[src/rtl/timer_pwm_multi.sv]
// Multi-channel timer / PWM block.
// One counter, advanced by a prescaled tick taken either from clk or from a
// synchronised external event, feeds CHANNELS compare-interrupt flags and PWM
// outputs. Period and compare values are double-buffered (shadow -> active)
// so reprogramming only takes effect at a wrap or on entry into a run.
module timer_pwm_multi #(
    parameter int WIDTH    = 16,
    parameter int CHANNELS = 4,
    parameter int PRESC_W  = 16
) (
    input  logic                      clk,
    input  logic                      rst_n,
    input  logic [1:0]                i_mode,
    input  logic                      i_src_ext,
    input  logic                      i_event,
    input  logic [PRESC_W-1:0]        i_prescale,
    input  logic [WIDTH-1:0]          i_period,
    input  logic [CHANNELS*WIDTH-1:0] i_cmp,
    input  logic                      i_load,
    input  logic                      i_start,
    input  logic [CHANNELS-1:0]       i_irq_clr,
    output logic [WIDTH-1:0]          o_count,
    output logic                      o_overflow,
    output logic [CHANNELS-1:0]       o_cmp_irq,
    output logic [CHANNELS-1:0]       o_pwm,
    output logic                      o_busy
);

    localparam logic [1:0] MODE_STOP    = 2'b00;
    localparam logic [1:0] MODE_CMP     = 2'b01;
    localparam logic [1:0] MODE_PWM     = 2'b10;
    localparam logic [1:0] MODE_ONESHOT = 2'b11;

    typedef enum logic [0:0] {
        ST_IDLE = 1'b0,
        ST_RUN  = 1'b1
    } os_state_e;

    // Registers
    logic                      sync1_r;
    logic                      sync2_r;
    logic                      sync3_r;
    logic [1:0]                mode_q_r;
    os_state_e                 state_r;
    logic [PRESC_W-1:0]        presc_cnt_r;
    logic [WIDTH-1:0]          count_r;
    logic [WIDTH-1:0]          per_sh_r;
    logic [CHANNELS*WIDTH-1:0] cmp_sh_r;
    logic [WIDTH-1:0]          per_act_r;
    logic [CHANNELS*WIDTH-1:0] cmp_act_r;
    logic                      overflow_r;
    logic [CHANNELS-1:0]       cmp_irq_r;
    logic [CHANNELS-1:0]       pwm_r;
    logic                      busy_r;

    // Combinational signals
    os_state_e                 state_nxt_s;
    logic                      ev_pulse_s;
    logic                      mode_chg_s;
    logic                      src_pulse_s;
    logic                      free_run_s;
    logic                      run_en_s;
    logic                      tick_s;
    logic                      wrap_s;
    logic                      start_s;
    logic                      upd_s;
    logic                      flag_mode_s;
    logic                      busy_nxt_s;
    logic [CHANNELS-1:0]       irq_set_s;
    logic [CHANNELS-1:0]       pwm_nxt_s;

    // Two-flop synchroniser plus the register used for rising-edge detection
    always_ff @(posedge clk or negedge rst_n) begin
        if (!rst_n) begin
            sync1_r <= 1'b0;
            sync2_r <= 1'b0;
            sync3_r <= 1'b0;
        end else begin
            sync1_r <= i_event;
            sync2_r <= sync1_r;
            sync3_r <= sync2_r;
        end
    end

    // Tick generation, wrap detection and the update-event decision
    always_comb begin
        ev_pulse_s  = sync2_r & ~sync3_r;
        mode_chg_s  = (i_mode != mode_q_r);
        src_pulse_s = i_src_ext ? ev_pulse_s : 1'b1;
        free_run_s  = (i_mode == MODE_CMP) || (i_mode == MODE_PWM);
        // A mode change restarts everything, so nothing counts in that clk
        run_en_s    = ~mode_chg_s &
                      (free_run_s || ((i_mode == MODE_ONESHOT) && (state_r == ST_RUN)));
        tick_s      = run_en_s & src_pulse_s & (presc_cnt_r == i_prescale);
        wrap_s      = tick_s & (count_r == per_act_r);
        start_s     = ~mode_chg_s & (i_mode == MODE_ONESHOT) & (state_r == ST_IDLE) & i_start;
        upd_s       = wrap_s | start_s | (mode_chg_s & (mode_q_r == MODE_STOP));
        flag_mode_s = (i_mode == MODE_CMP) || (i_mode == MODE_ONESHOT);
    end

    // Per-channel compare-flag set conditions and next PWM levels
    always_comb begin
        irq_set_s = {CHANNELS{1'b0}};
        pwm_nxt_s = {CHANNELS{1'b0}};
        for (int k = 0; k < CHANNELS; k++) begin
            irq_set_s[k] = tick_s & flag_mode_s &
                           (count_r == cmp_act_r[k*WIDTH +: WIDTH]);
            pwm_nxt_s[k] = (i_mode == MODE_PWM) &
                           (count_r < cmp_act_r[k*WIDTH +: WIDTH]);
        end
    end

    // One-shot FSM next state and the busy level that follows from it
    always_comb begin
        state_nxt_s = state_r;
        if (mode_chg_s) begin
            state_nxt_s = ST_IDLE;
        end else begin
            case (state_r)
                ST_IDLE: begin
                    if (start_s) begin
                        state_nxt_s = ST_RUN;
                    end else begin
                        state_nxt_s = ST_IDLE;
                    end
                end
                ST_RUN: begin
                    if (wrap_s) begin
                        state_nxt_s = ST_IDLE;
                    end else begin
                        state_nxt_s = ST_RUN;
                    end
                end
                default: state_nxt_s = ST_IDLE;
            endcase
        end
        busy_nxt_s = free_run_s || ((i_mode == MODE_ONESHOT) && (state_nxt_s == ST_RUN));
    end

    // One-shot FSM state register and last-seen mode for change detection
    always_ff @(posedge clk or negedge rst_n) begin
        if (!rst_n) begin
            state_r  <= ST_IDLE;
            mode_q_r <= MODE_STOP;
        end else begin
            state_r  <= state_nxt_s;
            mode_q_r <= i_mode;
        end
    end

    // Prescaler and main counter; both sit at zero whenever not running
    always_ff @(posedge clk or negedge rst_n) begin
        if (!rst_n) begin
            presc_cnt_r <= {PRESC_W{1'b0}};
            count_r     <= {WIDTH{1'b0}};
        end else if (!run_en_s) begin
            presc_cnt_r <= {PRESC_W{1'b0}};
            count_r     <= {WIDTH{1'b0}};
        end else begin
            if (src_pulse_s) begin
                presc_cnt_r <= (presc_cnt_r == i_prescale) ? {PRESC_W{1'b0}}
                                                           : presc_cnt_r + PRESC_W'(1);
            end
            if (tick_s) begin
                count_r <= wrap_s ? {WIDTH{1'b0}} : count_r + WIDTH'(1);
            end
        end
    end

    // Shadow capture on load; active copy on update, bypassing the shadow on a coincident load
    always_ff @(posedge clk or negedge rst_n) begin
        if (!rst_n) begin
            per_sh_r  <= {WIDTH{1'b1}};
            cmp_sh_r  <= {(CHANNELS*WIDTH){1'b0}};
            per_act_r <= {WIDTH{1'b1}};
            cmp_act_r <= {(CHANNELS*WIDTH){1'b0}};
        end else begin
            if (i_load) begin
                per_sh_r <= i_period;
                cmp_sh_r <= i_cmp;
            end
            if (upd_s) begin
                if (i_load) begin
                    per_act_r <= i_period;
                    cmp_act_r <= i_cmp;
                end else begin
                    per_act_r <= per_sh_r;
                    cmp_act_r <= cmp_sh_r;
                end
            end
        end
    end

    // Registered outputs; a flag set beats a clear in the same clk
    always_ff @(posedge clk or negedge rst_n) begin
        if (!rst_n) begin
            overflow_r <= 1'b0;
            cmp_irq_r  <= {CHANNELS{1'b0}};
            pwm_r      <= {CHANNELS{1'b0}};
            busy_r     <= 1'b0;
        end else begin
            overflow_r <= wrap_s;
            cmp_irq_r  <= irq_set_s | (cmp_irq_r & ~i_irq_clr);
            pwm_r      <= pwm_nxt_s;
            busy_r     <= busy_nxt_s;
        end
    end

    assign o_count    = count_r;
    assign o_overflow = overflow_r;
    assign o_cmp_irq  = cmp_irq_r;
    assign o_pwm      = pwm_r;
    assign o_busy     = busy_r;

endmodule

[config.mk]
export PLATFORM = sky130hd
export DESIGN_NAME = timer_pwm_multi
export DESIGN_NICKNAME = d
export VERILOG_FILES = /design/src/rtl/timer_pwm_multi.sv
export SDC_FILE = /design/constraint.sdc
export NUM_CORES = 1
export LEC_CHECK = 0
export ABC_AREA = 1
export BUFFER_PORTS_ARGS = -buffer_cell sky130_fd_sc_hd__buf_2
export CORE_AREA = 5 5 120 168
export DETAILED_ROUTE_END_ITERATION = 10
export DIE_AREA = 0 0 125 173
export HOLD_SLACK_MARGIN = 0.05
export PLACE_DENSITY = 0.8
export SYNTH_ARGS = -nofsm -noshare
export SYNTH_HDL_FRONTEND = slang
export SYNTH_SLANG_ARGS = --single-unit
[constraint.sdc]
create_clock -name clk -period 2.4 [get_ports clk]
set_input_delay 0.24 -clock clk [delete_from_list [all_inputs] [get_ports clk]]
set_output_delay 0.24 -clock clk [all_outputs]
set_load 0.1 [all_outputs]
==> metrics <==
status=complete, no violations; Die Y=173 um; post-synth cell types=38; CP arrival=2.60 ns; clock skew=0.0112 ns; DIE WIDTH=125 um; Startpoint Class=flop; Ports=134; setup TNS=0 ns; pin count of the biggest net entering global routing=83; Remaining DRCs=0; RSZ-0062 raised after global routing=no; CORE AREA=18400 um^2; Synth Instances=1170; synthesized net count=1347; row count=59; met3 Use GR=0.0395; GR Overflow Total=0; CP required=~2.8 ns; n_diodes=0; Post-CTS Setup Bufs=0; First DRT Iteration DRCs=692; Clock Tree Root=clkbuf_16; Final ANT Viol Nets=0; commonest non-fill, non-tap cells in the layout=nand2_1, dfrtp_1, buf_2, inv_1, nand3_1; Yosys top cell area share=0.411; commonest non-fill, non-tap cell in the layout=nand2_1; Internal Pwr Total=roughly 0.0066 W; Syn. warnings=0; final hold violation count=0; Worst Tran Pin Value=~0.56 ns; DR pass1 iterations=5; H-tree levels=1; latest clock arrival within the worst-skew pair=around 0.5 ns; Most used DFF post-synth=dfrtp_1; worst path cell trace=buf_4 -> ha_1 -> nand2_1 -> nor2_1 -> nand4_1 -> nor4_1 -> nand3_1 -> o21ai_0; post-route core utilization=0.724; Synth area leaders=dfrtp_1, nand2_1, mux2_2, ha_1, dfstp_2; Pleak=approximately 6.8 nW; final setup vio count=0; Worst Path Max Fanout=7; min Tclk post-route=2.19 ns; final wirelength=26700 um; Area after DPL=11700 um^2; post-DR wirelength/cell=16.1 um; Max Buffers Root-to-Sink=3; initial antenna violation count=0; Crit-path slowest cell=dfrtp_1; Seq pwr share=0.466; number of buffers created by CTS=20; busiest grt layer=met2; Syn Area/Cell=9.17 um^2; CTS tree=done; #FFs+latches synth=208; EDFF count, synth=0; CP endpoint kind=flop; Hold WC Path Type=in2reg; Max rail drop VDD=596 uV; first-pass GRT wire length=44000 um; CP top delay family=simple AND/OR/NAND/NOR gates; cell taking the most area after synthesis=dfrtp_1; Post-Synthesis Cell Area=10700 um^2; Final Instance Area=13300 um^2; Initial Util=0.584; Sinks on Clock Net=208; total track usage=0.245; Critical Setup Path Class=reg2reg; crit-path max cell delay=~0.53 ns; max-slew violations=0; vias per cell=5.39; max-cap viol count=0; NumNets Final=1576; FFs w/ async S/R, synth=1.00; RD Place Congestion=between 0.8 and 0.9; Final Cycle Share=0.911; met1 Use GR=0.291; M2 GR Usage=0.431; combinational power share=0.178; CP bufs+invs=1; register area share after synthesis=0.489; Sw Ratio=0.278; Reg clk slew, reported paths=roughly 0.070 ns; DIE AREA=21600 um^2; Psw=0.00254 W; P&R area growth vs syn=24.1%; vias in the first global route=between 9000 and 10000; Vias=around 8900; Buffers on Ports=133; fraction of layout cells with a size suffix above 1=0.230; Post-DP HPWL=17300 um; Achievable Freq=457 MHz; pwr/cell area=687 nW/um^2; clock network fraction of total power=0.356; normalized max-slew margin=0.625
-- registers in the layout, indices dropped and copies added, names as in the netlist, 2 cells and up --
signal	flops
per_sh_r	16
presc_cnt_r	16
o_count	16
per_act_r	16
o_cmp_irq	4
cmp_sh_r	64
cmp_act_r	64
mode_q_r	2
o_pwm	4
-- what timing repair did --
item / in CTS / in global routing
resized for setup: 0 / 4
hold buffers: 88 / 0
setup endpoints to repair: 0 / 43
endpoints found under the hold margin: 148 / 0
-- kinds of logic after synthesis --
family,share of synthesized area
compound gates,0.0488
xor+xnor,0.0229
fa+ha+maj,0.0805
buf+inv,0.0719
flops,0.489
mux,0.0840
simple gates,0.203
-- layout make-up --
class	instances	area [um^2]
tap	244	305
inverter	139	522
timing repair buffer	247	1850
multi-input combinational	783	4720
clock inverter	9	82.6
clock buffer	27	589
sequential	208	5250
fill	1329	5070
-- power by group through the flow --
| stage | sequential [W] | combinational [W] | clock [W] |
|---|---|---|---|
| 2_1_floorplan | 0.00428 | 0.00104 | 0 |
| 3_3_place_gp | 0.00429 | 0.00144 | 0 |
| 3_5_place_dp | 0.00431 | 0.00151 | 0 |
| 4_1_cts | 0.00425 | 0.00163 | 0.00329 |
| 5_1_grt | 0.00431 | 0.00186 | 0.00343 |
| 6_report | 0.00426 | 0.00163 | 0.00325 |
-- tightest hold or removal path: stages --
cell	delay, ns
buf_2	0.10
nand4_1	0.10
nand2_1	0.08
-- Yosys cell counts, types with 2 or more instances --
| master | number |
|---|---|
| nand2_1 | 308 |
| dfrtp_1 | 176 |
| inv_1 | 130 |
| nand3_1 | 119 |
| mux2_2 | 80 |
| ha_1 | 69 |
| nor2_1 | 48 |
| o21ai_0 | 38 |
| a21oi_1 | 35 |
| dfstp_2 | 32 |
| xor2_1 | 25 |
| nand4_1 | 15 |
| clkbuf_1 | 14 |
| buf_6 | 9 |
| inv_2 | 9 |
| nor3_1 | 9 |
| buf_1 | 8 |
| buf_4 | 8 |
| o22ai_1 | 6 |
| a211oi_1 | 5 |
| o21a_1 | 4 |
| o211ai_1 | 3 |
| xnor2_1 | 3 |
| nor4_1 | 2 |
| o21bai_1 | 2 |
-- routing by layer --
metal	up-vias	wire length, um
li1	4272	-
met3	101	1480
met5	-	0
met1	4263	10300
met2	291	13600
met4	0	1350
-- through the flow --
step / instances / total power (W) / setup slack [ns] / hold WS (ns)
final: 1657 / 0.00914 / 0.213 / 0.0874
after floorplan: 1170 / 0.00532 / 0.0515 / -0.0556
after detailed placement: 1533 / 0.00581 / 0.148 / 0.279
after global routing: 1657 / 0.00960 / 0.0503 / 0.0952
after CTS: 1657 / 0.00918 / 0.0914 / 0.0676
after global placement: 1533 / 0.00573 / 0.254 / 0.278
-- final timing paths --
check / start / endpoint / slack [ns] / depth (start not counted)
max reg2reg: o_count[15]$_DFFE_PN0P_ / o_cmp_irq[3]$_DFF_PN0_ / 0.21 / 8
max: o_count[15]$_DFFE_PN0P_ / o_cmp_irq[3]$_DFF_PN0_ / 0.21 / 8
max in group asynchronous: rst_n / per_sh_r[8]$_DFF_PN1_ / 1.36 / 3
min in group asynchronous: rst_n / cmp_sh_r[56]$_DFF_PN0_ / 0.30 / 2
min reg2reg: sync1_r$_DFF_PN0_ / sync2_r$_DFF_PN0_ / 0.37 / 0
min: i_start / state_r$_DFF_PN0_ / 0.09 / 3
No activity file was read; power rests on OpenSTA's default activity.
